`src/rtl/pat_gen_pkg.sv`:
```
// rtl/pat_gen_pkg.sv - shared state encodings, constants and defaults for pat_gen
package pat_gen_pkg;

    localparam int PAT_W_DEFAULT = 8;
    localparam int CNT_W_DEFAULT = 4;

    // BBCBB with B=1, C=0
    localparam logic [4:0] PAT_BBCBB = 5'b11011;

    typedef enum logic [3:0] {
        S_IDLE = 4'b0001,
        S_SEND = 4'b0010,
        S_GAP  = 4'b0100,
        S_DONE = 4'b1000
    } state_t;

endpackage

```
`src/rtl/pat_gen_shreg.sv`:
```
// rtl/pat_gen_shreg.sv - loadable left-shift register presenting its MSB at d_o
module pat_gen_shreg #(
    parameter int W = 8
) (
    input  logic         clk_i,
    input  logic         rst_i,
    input  logic         clear_i,
    input  logic         load_i,
    input  logic         shift_i,
    input  logic [W-1:0] load_val_i,
    output logic         d_o
);

    logic [W-1:0] r_sr;

    always_ff @(posedge clk_i) begin
        if (rst_i || clear_i) begin
            r_sr <= '0;
        end else if (load_i) begin
            r_sr <= load_val_i;
        end else if (shift_i) begin
            r_sr <= {r_sr[W-2:0], 1'b0};
        end
    end

    assign d_o = r_sr[W-1];

endmodule

```
`src/rtl/pat_gen.sv`:
```
// rtl/pat_gen.sv - serial pattern generator with repeat count and inter-repeat gap
module pat_gen
    import pat_gen_pkg::*;
#(
    parameter int   PAT_W = PAT_W_DEFAULT,
    parameter int   CNT_W = CNT_W_DEFAULT,
    localparam int  LEN_W = $clog2(PAT_W) + 1
) (
    input  logic             clk_i,
    input  logic             rst_i,
    input  logic             start_i,
    input  logic             abort_i,
    input  logic [PAT_W-1:0] pattern_i,
    input  logic [LEN_W-1:0] len_i,
    input  logic [CNT_W-1:0] rep_i,
    input  logic [CNT_W-1:0] gap_i,
    output logic             d_o,
    output logic             valid_o,
    output logic             busy_o,
    output logic             done_o
);

    localparam logic [LEN_W-1:0] PAT_W_L = LEN_W'(PAT_W);

    state_t             r_state;
    logic [LEN_W-1:0]   r_len;
    logic [CNT_W-1:0]   r_gap;
    logic [PAT_W-1:0]   r_pat;
    logic [LEN_W-1:0]   r_bit_cnt;
    logic [CNT_W-1:0]   r_rep_cnt;
    logic [CNT_W-1:0]   r_gap_cnt;
    logic               r_valid;
    logic               r_busy;
    logic               r_done;

    state_t             w_state_nxt;
    logic               w_len_ok;
    logic               w_accept;
    logic [PAT_W-1:0]   w_aligned;
    logic [LEN_W-1:0]   w_bit_nxt;
    logic [CNT_W-1:0]   w_rep_nxt;
    logic [CNT_W-1:0]   w_gapc_nxt;
    logic               w_sr_load;
    logic               w_sr_shift;
    logic               w_sr_clear;
    logic [PAT_W-1:0]   w_sr_val;

    // Active field is left-aligned so the shifter's MSB is always the next bit out.
    assign w_len_ok  = (len_i != '0) && (len_i <= PAT_W_L);
    assign w_aligned = pattern_i << (PAT_W_L - len_i);

    always_comb begin
        w_state_nxt = r_state;
        w_accept    = 1'b0;
        w_bit_nxt   = r_bit_cnt;
        w_rep_nxt   = r_rep_cnt;
        w_gapc_nxt  = r_gap_cnt;
        w_sr_load   = 1'b0;
        w_sr_shift  = 1'b0;
        w_sr_clear  = 1'b0;
        w_sr_val    = r_pat;
        case (r_state)
            S_IDLE: begin
                if (start_i && w_len_ok) begin
                    w_state_nxt = S_SEND;
                    w_accept    = 1'b1;
                    w_bit_nxt   = len_i - LEN_W'(1);
                    w_rep_nxt   = rep_i;
                    w_sr_load   = 1'b1;
                    w_sr_val    = w_aligned;
                end
            end
            S_SEND: begin
                if (abort_i) begin
                    w_state_nxt = S_IDLE;
                    w_sr_clear  = 1'b1;
                end else if (r_bit_cnt != '0) begin
                    w_bit_nxt  = r_bit_cnt - LEN_W'(1);
                    w_sr_shift = 1'b1;
                end else if (r_rep_cnt != '0) begin
                    w_rep_nxt = r_rep_cnt - CNT_W'(1);
                    w_bit_nxt = r_len - LEN_W'(1);
                    if (r_gap != '0) begin
                        w_state_nxt = S_GAP;
                        w_gapc_nxt  = r_gap - CNT_W'(1);
                        w_sr_clear  = 1'b1;
                    end else begin
                        w_sr_load = 1'b1;
                    end
                end else begin
                    w_state_nxt = S_DONE;
                    w_sr_clear  = 1'b1;
                end
            end
            S_GAP: begin
                if (abort_i) begin
                    w_state_nxt = S_IDLE;
                    w_sr_clear  = 1'b1;
                end else if (r_gap_cnt != '0) begin
                    w_gapc_nxt = r_gap_cnt - CNT_W'(1);
                end else begin
                    w_state_nxt = S_SEND;
                    w_sr_load   = 1'b1;
                end
            end
            S_DONE: begin
                w_state_nxt = S_IDLE;
            end
            default: begin
                w_state_nxt = S_IDLE;
                w_sr_clear  = 1'b1;
            end
        endcase
    end

    always_ff @(posedge clk_i) begin
        if (rst_i) begin
            r_state   <= S_IDLE;
            r_len     <= '0;
            r_gap     <= '0;
            r_pat     <= '0;
            r_bit_cnt <= '0;
            r_rep_cnt <= '0;
            r_gap_cnt <= '0;
            r_valid   <= 1'b0;
            r_busy    <= 1'b0;
            r_done    <= 1'b0;
        end else begin
            r_state   <= w_state_nxt;
            r_bit_cnt <= w_bit_nxt;
            r_rep_cnt <= w_rep_nxt;
            r_gap_cnt <= w_gapc_nxt;
            if (w_accept) begin
                r_len <= len_i;
                r_gap <= gap_i;
                r_pat <= w_aligned;
            end
            r_valid <= (w_state_nxt == S_SEND);
            r_busy  <= (w_state_nxt == S_SEND) || (w_state_nxt == S_GAP);
            r_done  <= (w_state_nxt == S_DONE);
        end
    end

    pat_gen_shreg #(
        .W (PAT_W)
    ) u_shreg (
        .clk_i      (clk_i),
        .rst_i      (rst_i),
        .clear_i    (w_sr_clear),
        .load_i     (w_sr_load),
        .shift_i    (w_sr_shift),
        .load_val_i (w_sr_val),
        .d_o        (d_o)
    );

    assign valid_o = r_valid;
    assign busy_o  = r_busy;
    assign done_o  = r_done;

endmodule

```
`config.mk`:
```
export PLATFORM = sky130hd
export DESIGN_NAME = pat_gen
export DESIGN_NICKNAME = d
export VERILOG_FILES = /design/src/rtl/pat_gen_pkg.sv /design/src/rtl/pat_gen_shreg.sv /design/src/rtl/pat_gen.sv
export SDC_FILE = /design/constraint.sdc
export NUM_CORES = 1
export LEC_CHECK = 0
export ABC_AREA = 1
export ABC_CLOCK_PERIOD_IN_PS = 1800
export CAP_MARGIN = 10
export CORE_MARGIN = 2
export CORE_UTILIZATION = 47
export DETAILED_ROUTE_END_ITERATION = 7
export PLACE_DENSITY_LB_ADDON = 0.2
export SYNTH_ARGS = -nofsm -noshare
export SYNTH_HDL_FRONTEND = slang
export SYNTH_SLANG_ARGS = --single-unit
```
`constraint.sdc`:
```
create_clock -name clk_i -period 1.8 [get_ports clk_i]
set_clock_uncertainty 0.05 [all_clocks]
set_input_delay 0.36 -clock clk_i [delete_from_list [all_inputs] [get_ports clk_i]]
set_output_delay 0.36 -clock clk_i [all_outputs]
set_load 0.05 [all_outputs]
```
# Word level (Yosys, flattened, before mapping)
# Index checks and enable logic that the tools add are counted.
[totals]
reg_bits = 43
elab_cells = 98
out_inout_bits = 4
[classes]
n_shift = 1
n_eq_ne = 15
magnitude_cmp = 1
n_mux = 47
addsub = 7
n_reduce_logical = 16
[op_table]
columns = ["cell", "n"]
rows = [
  ["$mux 4", 21],
  ["$mux 8", 4],
  ["$pmux 4 s2", 3],
  ["$sub 4x1->4 const B", 6],
  ["$reduce_bool 4->1", 5],
  ["$mux 1", 16],
  ["$ne 2x2->1 const B", 7],
  ["$pmux 4 s3", 1],
  ["$eq 4x2->1 const B", 2],
  ["$eq 4x3->1 const B", 2],
  ["$eq 4x4->1 const B", 2],
  ["$shl 8x4->8", 1],
  ["$reduce_and 7->1", 1],
  ["$pmux 1 s3", 2],
  ["$reduce_bool 2->1", 3],
  ["$reduce_and 5->1", 1],
  ["$eq 4x1->1 const B", 1],
  ["$le 4x4->1 const B", 1],
  ["$reduce_and 4->1", 1],
  ["$sub 4x4->4 const A", 1],
  ["$ne 3x3->1 const B", 1],
  ["$logic_and 1x1->1", 2],
  ["$logic_or 1x1->1", 2],
  ["$reduce_or 2->1", 1],
]

# Logic depth before layout (Yosys ltp)
[depth]
depth_word = 8
ltp_mapped = 15
ltp_nobuf = 13

# By module
# From an unflattened synthesis, not the netlist that was laid out.
[unflattened]
hier_cells = 382
area_unflattened_um2 = 2519.9
[by_module_without_submodules]
columns = ["module", "cells_each", "area_each_um2", "n_inst", "seq_area_each_um2"]
rows = [
  ["pat_gen", 322, 2117.0, 1, 700.7],
  ["pat_gen_shreg", 60, 402.9, 1, 160.2],
]

# Worst setup path after synthesis
# Ideal clock, no wire load.
[synth_timing]
kind = "input port to flip-flop"
startpoint = "input len_i[0]"
endpoint = "register u_shreg.r_sr[2]"
arrival_ns = 1.720
n_path_buf = 3
setup_slack_ns = -0.079
required_ns = 1.641
path_stages = 14
setup_ns = 0.109
path_cell_list = "buf_4 inv_2 buf_4 ha_1 buf_2 inv_1 nand3_1 nand2_1 nand3b_1 nand2_1 nand2_1 nand3_1 nand2_1 inv_1"
[synth_between]
elab_chain_cells = 6
[synth_lines]
columns = ["element", "line_no", "source"]
rows = [
  ["start: declaration", "pat_gen.sv:14", "input logic [LEN_W-1:0] len_i,"],
  ["branches (longest 6 deep; another with $sub 4x4->4)", "-", ""],
  ["end signal: assignment", "pat_gen_shreg.sv:20", "r_sr <= load_val_i;"],
  ["end signal: assignment", "pat_gen_shreg.sv:22", "r_sr <= {r_sr[W-2:0], 1'b0};"],
  ["end: declaration", "pat_gen_shreg.sv:14", "logic [W-1:0] r_sr;"],
]
# Parallel ways; which one is timed is not known.
# A chain may end at the register's enable or synchronous reset.

# Final worst setup path
[layout_timing]
startpoint = "register r_state[0]"
endpoint = "register r_bit_cnt[1]"
[layout_between]
elab_chain_cells = 3
[layout_lines]
columns = ["element", "line_no", "source"]
rows = [
  ["start: declaration", "pat_gen.sv:25", "state_t r_state;"],
  ["start signal: assignment", "pat_gen.sv:129", "r_state <= w_state_nxt;"],
  ["$eq 4x2->1 or $eq 4x1->1 (tied branches)", "pat_gen.sv:62", "case (r_state)"],
  ["$ne 3x3->1 (no source line) (tied with other cells)", "-", ""],
  ["$reduce_and 4->1 (no source line)", "-", ""],
  ["end signal: assignment", "pat_gen.sv:130", "r_bit_cnt <= w_bit_nxt;"],
  ["end: declaration", "pat_gen.sv:29", "logic [LEN_W-1:0] r_bit_cnt;"],
]
# Parallel ways exist; a longest one is shown, timed or not.

==> metrics.cfg <==
[timing]
slew_violations = 0
finalSetupViolations = 0
timing.final.crit_period_ps = 1680
max_freq_mhz = 597
slew_headroom_pct = 74.0
final_hold_viol_count = 0
post-route-period-util_pct = 93.1
whs_ps = 409
worst_slew_pin_slew_ps = 389

[synth]
synth_cells = 406
ys_types = 31
ys_warn_count = 0
synthesis.area_sq_mm = 0.00262
avgSynthCellArea_sq_um = 6.46
ys_seq_area_share_pct = 32.8
ys_ff_latch = 43
syn_nets = 434

[clock_tree]
cts-root-buf = clkbuf_8
clock-sinks = 43
clkLatencyLatePin_ps = 300
htreeDepth = 2
clockBufferDepth = 2
post_cts_buffers = 0
postCtsHoldBufs = 0
cts_buffers = 5
cts_tree = done
clk_pin_slew_ps = 90

[worst_setup_path]
crit_arrival_ps = 1820
required_ps = 1950
crit_fanout = 5
cp-start-kind = flop
cp-end-kind = flop
crit_type = reg2reg

[run_status]
status = completed

[power_and_ir_drop]
p_seq_share_pct = 44.0
power.leakage_nw = 1.55
p_sw_share_pct = 34.2
p_sw_mw = 0.817
ir_drop_mv = 0.395
combPwrFrac_pct = 30.6
cellPowerDensity_mw_per_mm2 = 723
p_clk_share_pct = 25.4
power_mw = 2.39
p_int_mw = 1.57

[final_layout]
fin_area_sq_mm = 0.00331
layout_common_cells = nand2_1, nor2_1, dfxtp_1
drive_above_1_share_pct = 20.9
layout.nets = 487
area.sequential_sq_um = 861
fin_util_pct = 60.8
final_common_cell = nand2_1
diodes = 0
syn2layout_area_growth_pct = 26.0
fillers = 526
multi_input_area_sq_mm = 0.00161

[floorplanning]
core_region_area_sq_mm = 0.00544
num_rows = 27
ios = 28
die_w_microns = 78.7
dieArea_sq_mm = 0.00620
die_h_microns = 78.7
start_util_pct = 48.2

[grt]
grt.overflow.total = 0
grt_start_max_net_pins = 19
grt_pass1_vias = 2434
grtUsageTotal_pct = 20.5
grt_pass1_wl_mm = 10.2
antenna_found_initial = 0

[drt]
wl_mm = 6.01
drc = 0
avgViaCountPerCell = 5.01
vias = 2665
first_pass_iters = 5
ant_nets = 0
first_iter_violations = 115
wl_per_cell_microns = 11.3

[placed_design]
port_buffers = 27
dpl_cell_area_sq_mm = 0.00313
dpl.hpwl_mm = 4.49
routabilityCongestion = 0.894

[job]
cap_violations = 0

[hold_path]
holdCritPathClass = reg2reg

power by group through the flow:
stage	clock (mW)	sequential [mW]	combinational, mW
after floorplan	0	1.08	0.487
after global placement	0	1.07	0.691
after detailed placement	0	1.07	0.701
after CTS	0.626	1.05	0.712
after global routing	0.665	1.06	0.820
final	0.608	1.05	0.732
per-stage QoR:
stage | worst slack [ps] | instances | setup TNS [ps]
2_1_floorplan | 21.3 | 406 | 0
3_3_place_gp | -296 | 522 | -6600
3_5_place_dp | -353 | 522 | -8140
4_1_cts | 21.5 | 531 | 0
5_1_grt | -8.09 | 532 | -8.09
6_report | 124 | 532 | 0
worst max-delay path: stages (launching register included):
cell and delay (ps):
dfxtp_1 350, inv_1 110, nand2_2 110, nor2_4 170
nand2_1 110, nor2_1 90, nor2_1 70, ha_1 280
inv_1 30, o21ai_0 150, nor2_1 50
layout make-up:
cell class	count	share of cell area, %
inverter	51	5.79
clock buffer	5	2.08
clock inverter	3	0.454
tap	72	2.72
sequential	43	26.0
multi-input combinational	304	48.8
timing repair buffer	54	14.2
final timing paths:
check / start / end / slack (ps) / cells past startpoint
setup / recovery: r_state[0] / r_bit_cnt[1] / 120 / 10
hold / removal: r_len[3] / r_len[3] / 410 / 2
setup reg to reg: r_state[0] / r_bit_cnt[1] / 120 / 10
hold reg to reg: r_len[3] / r_len[3] / 410 / 2
layer usage:
metal	part of all wire, %	track usage, %	routed length (microns)	up-vias
met4	1.5	7.19	92	0
li1	-	-	-	1406
met1	47	25.4	2860	1189
met3	4.5	3.07	273	11
met2	46	35.9	2790	59
met5	0	0	0	-
timing repair:
item	4_1_cts	5_1_grt
hold endpoints to repair	0	0
pin swaps	1	10
endpoints found under the setup margin	4	24
gates cloned	1	1
resized for setup	1	21
flip-flops by register name, summed over array words and instances, names as in the netlist:
name / flops
r_state: 4
r_gap_cnt: 4
busy_o: 1
r_gap: 4
r_rep_cnt: 4
r_bit_cnt: 4
r_len: 4
done_o: 1
valid_o: 1
u_shreg.r_sr: 8
r_pat: 8
cell families after synthesis:
group	after synthesis	share of synthesized area, %
compound gates	61	12.2
xor+xnor	4	1.62
fa+ha+maj	4	1.91
buf+inv	61	9.63
flops	43	32.8
simple gates	233	41.8
cell usage after synthesis, drive strengths merged:
master | count | area share (%)
o211ai | 1 | 0.48
and2 | 1 | 0.24
buf | 8 | 2.1
nor2 | 53 | 10
a21oi | 31 | 5.9
dfxtp | 43 | 33
inv | 51 | 7.3
clkbuf | 2 | 0.29
nand3 | 46 | 9.8
nand2 | 127 | 19
xnor2 | 2 | 0.67
nor3 | 2 | 0.57
xor2 | 2 | 0.95
ha | 4 | 1.9
nand3b | 1 | 0.29
o21ai | 29 | 5.8
nand4 | 3 | 1.3
(Power assumes the default switching activity.)
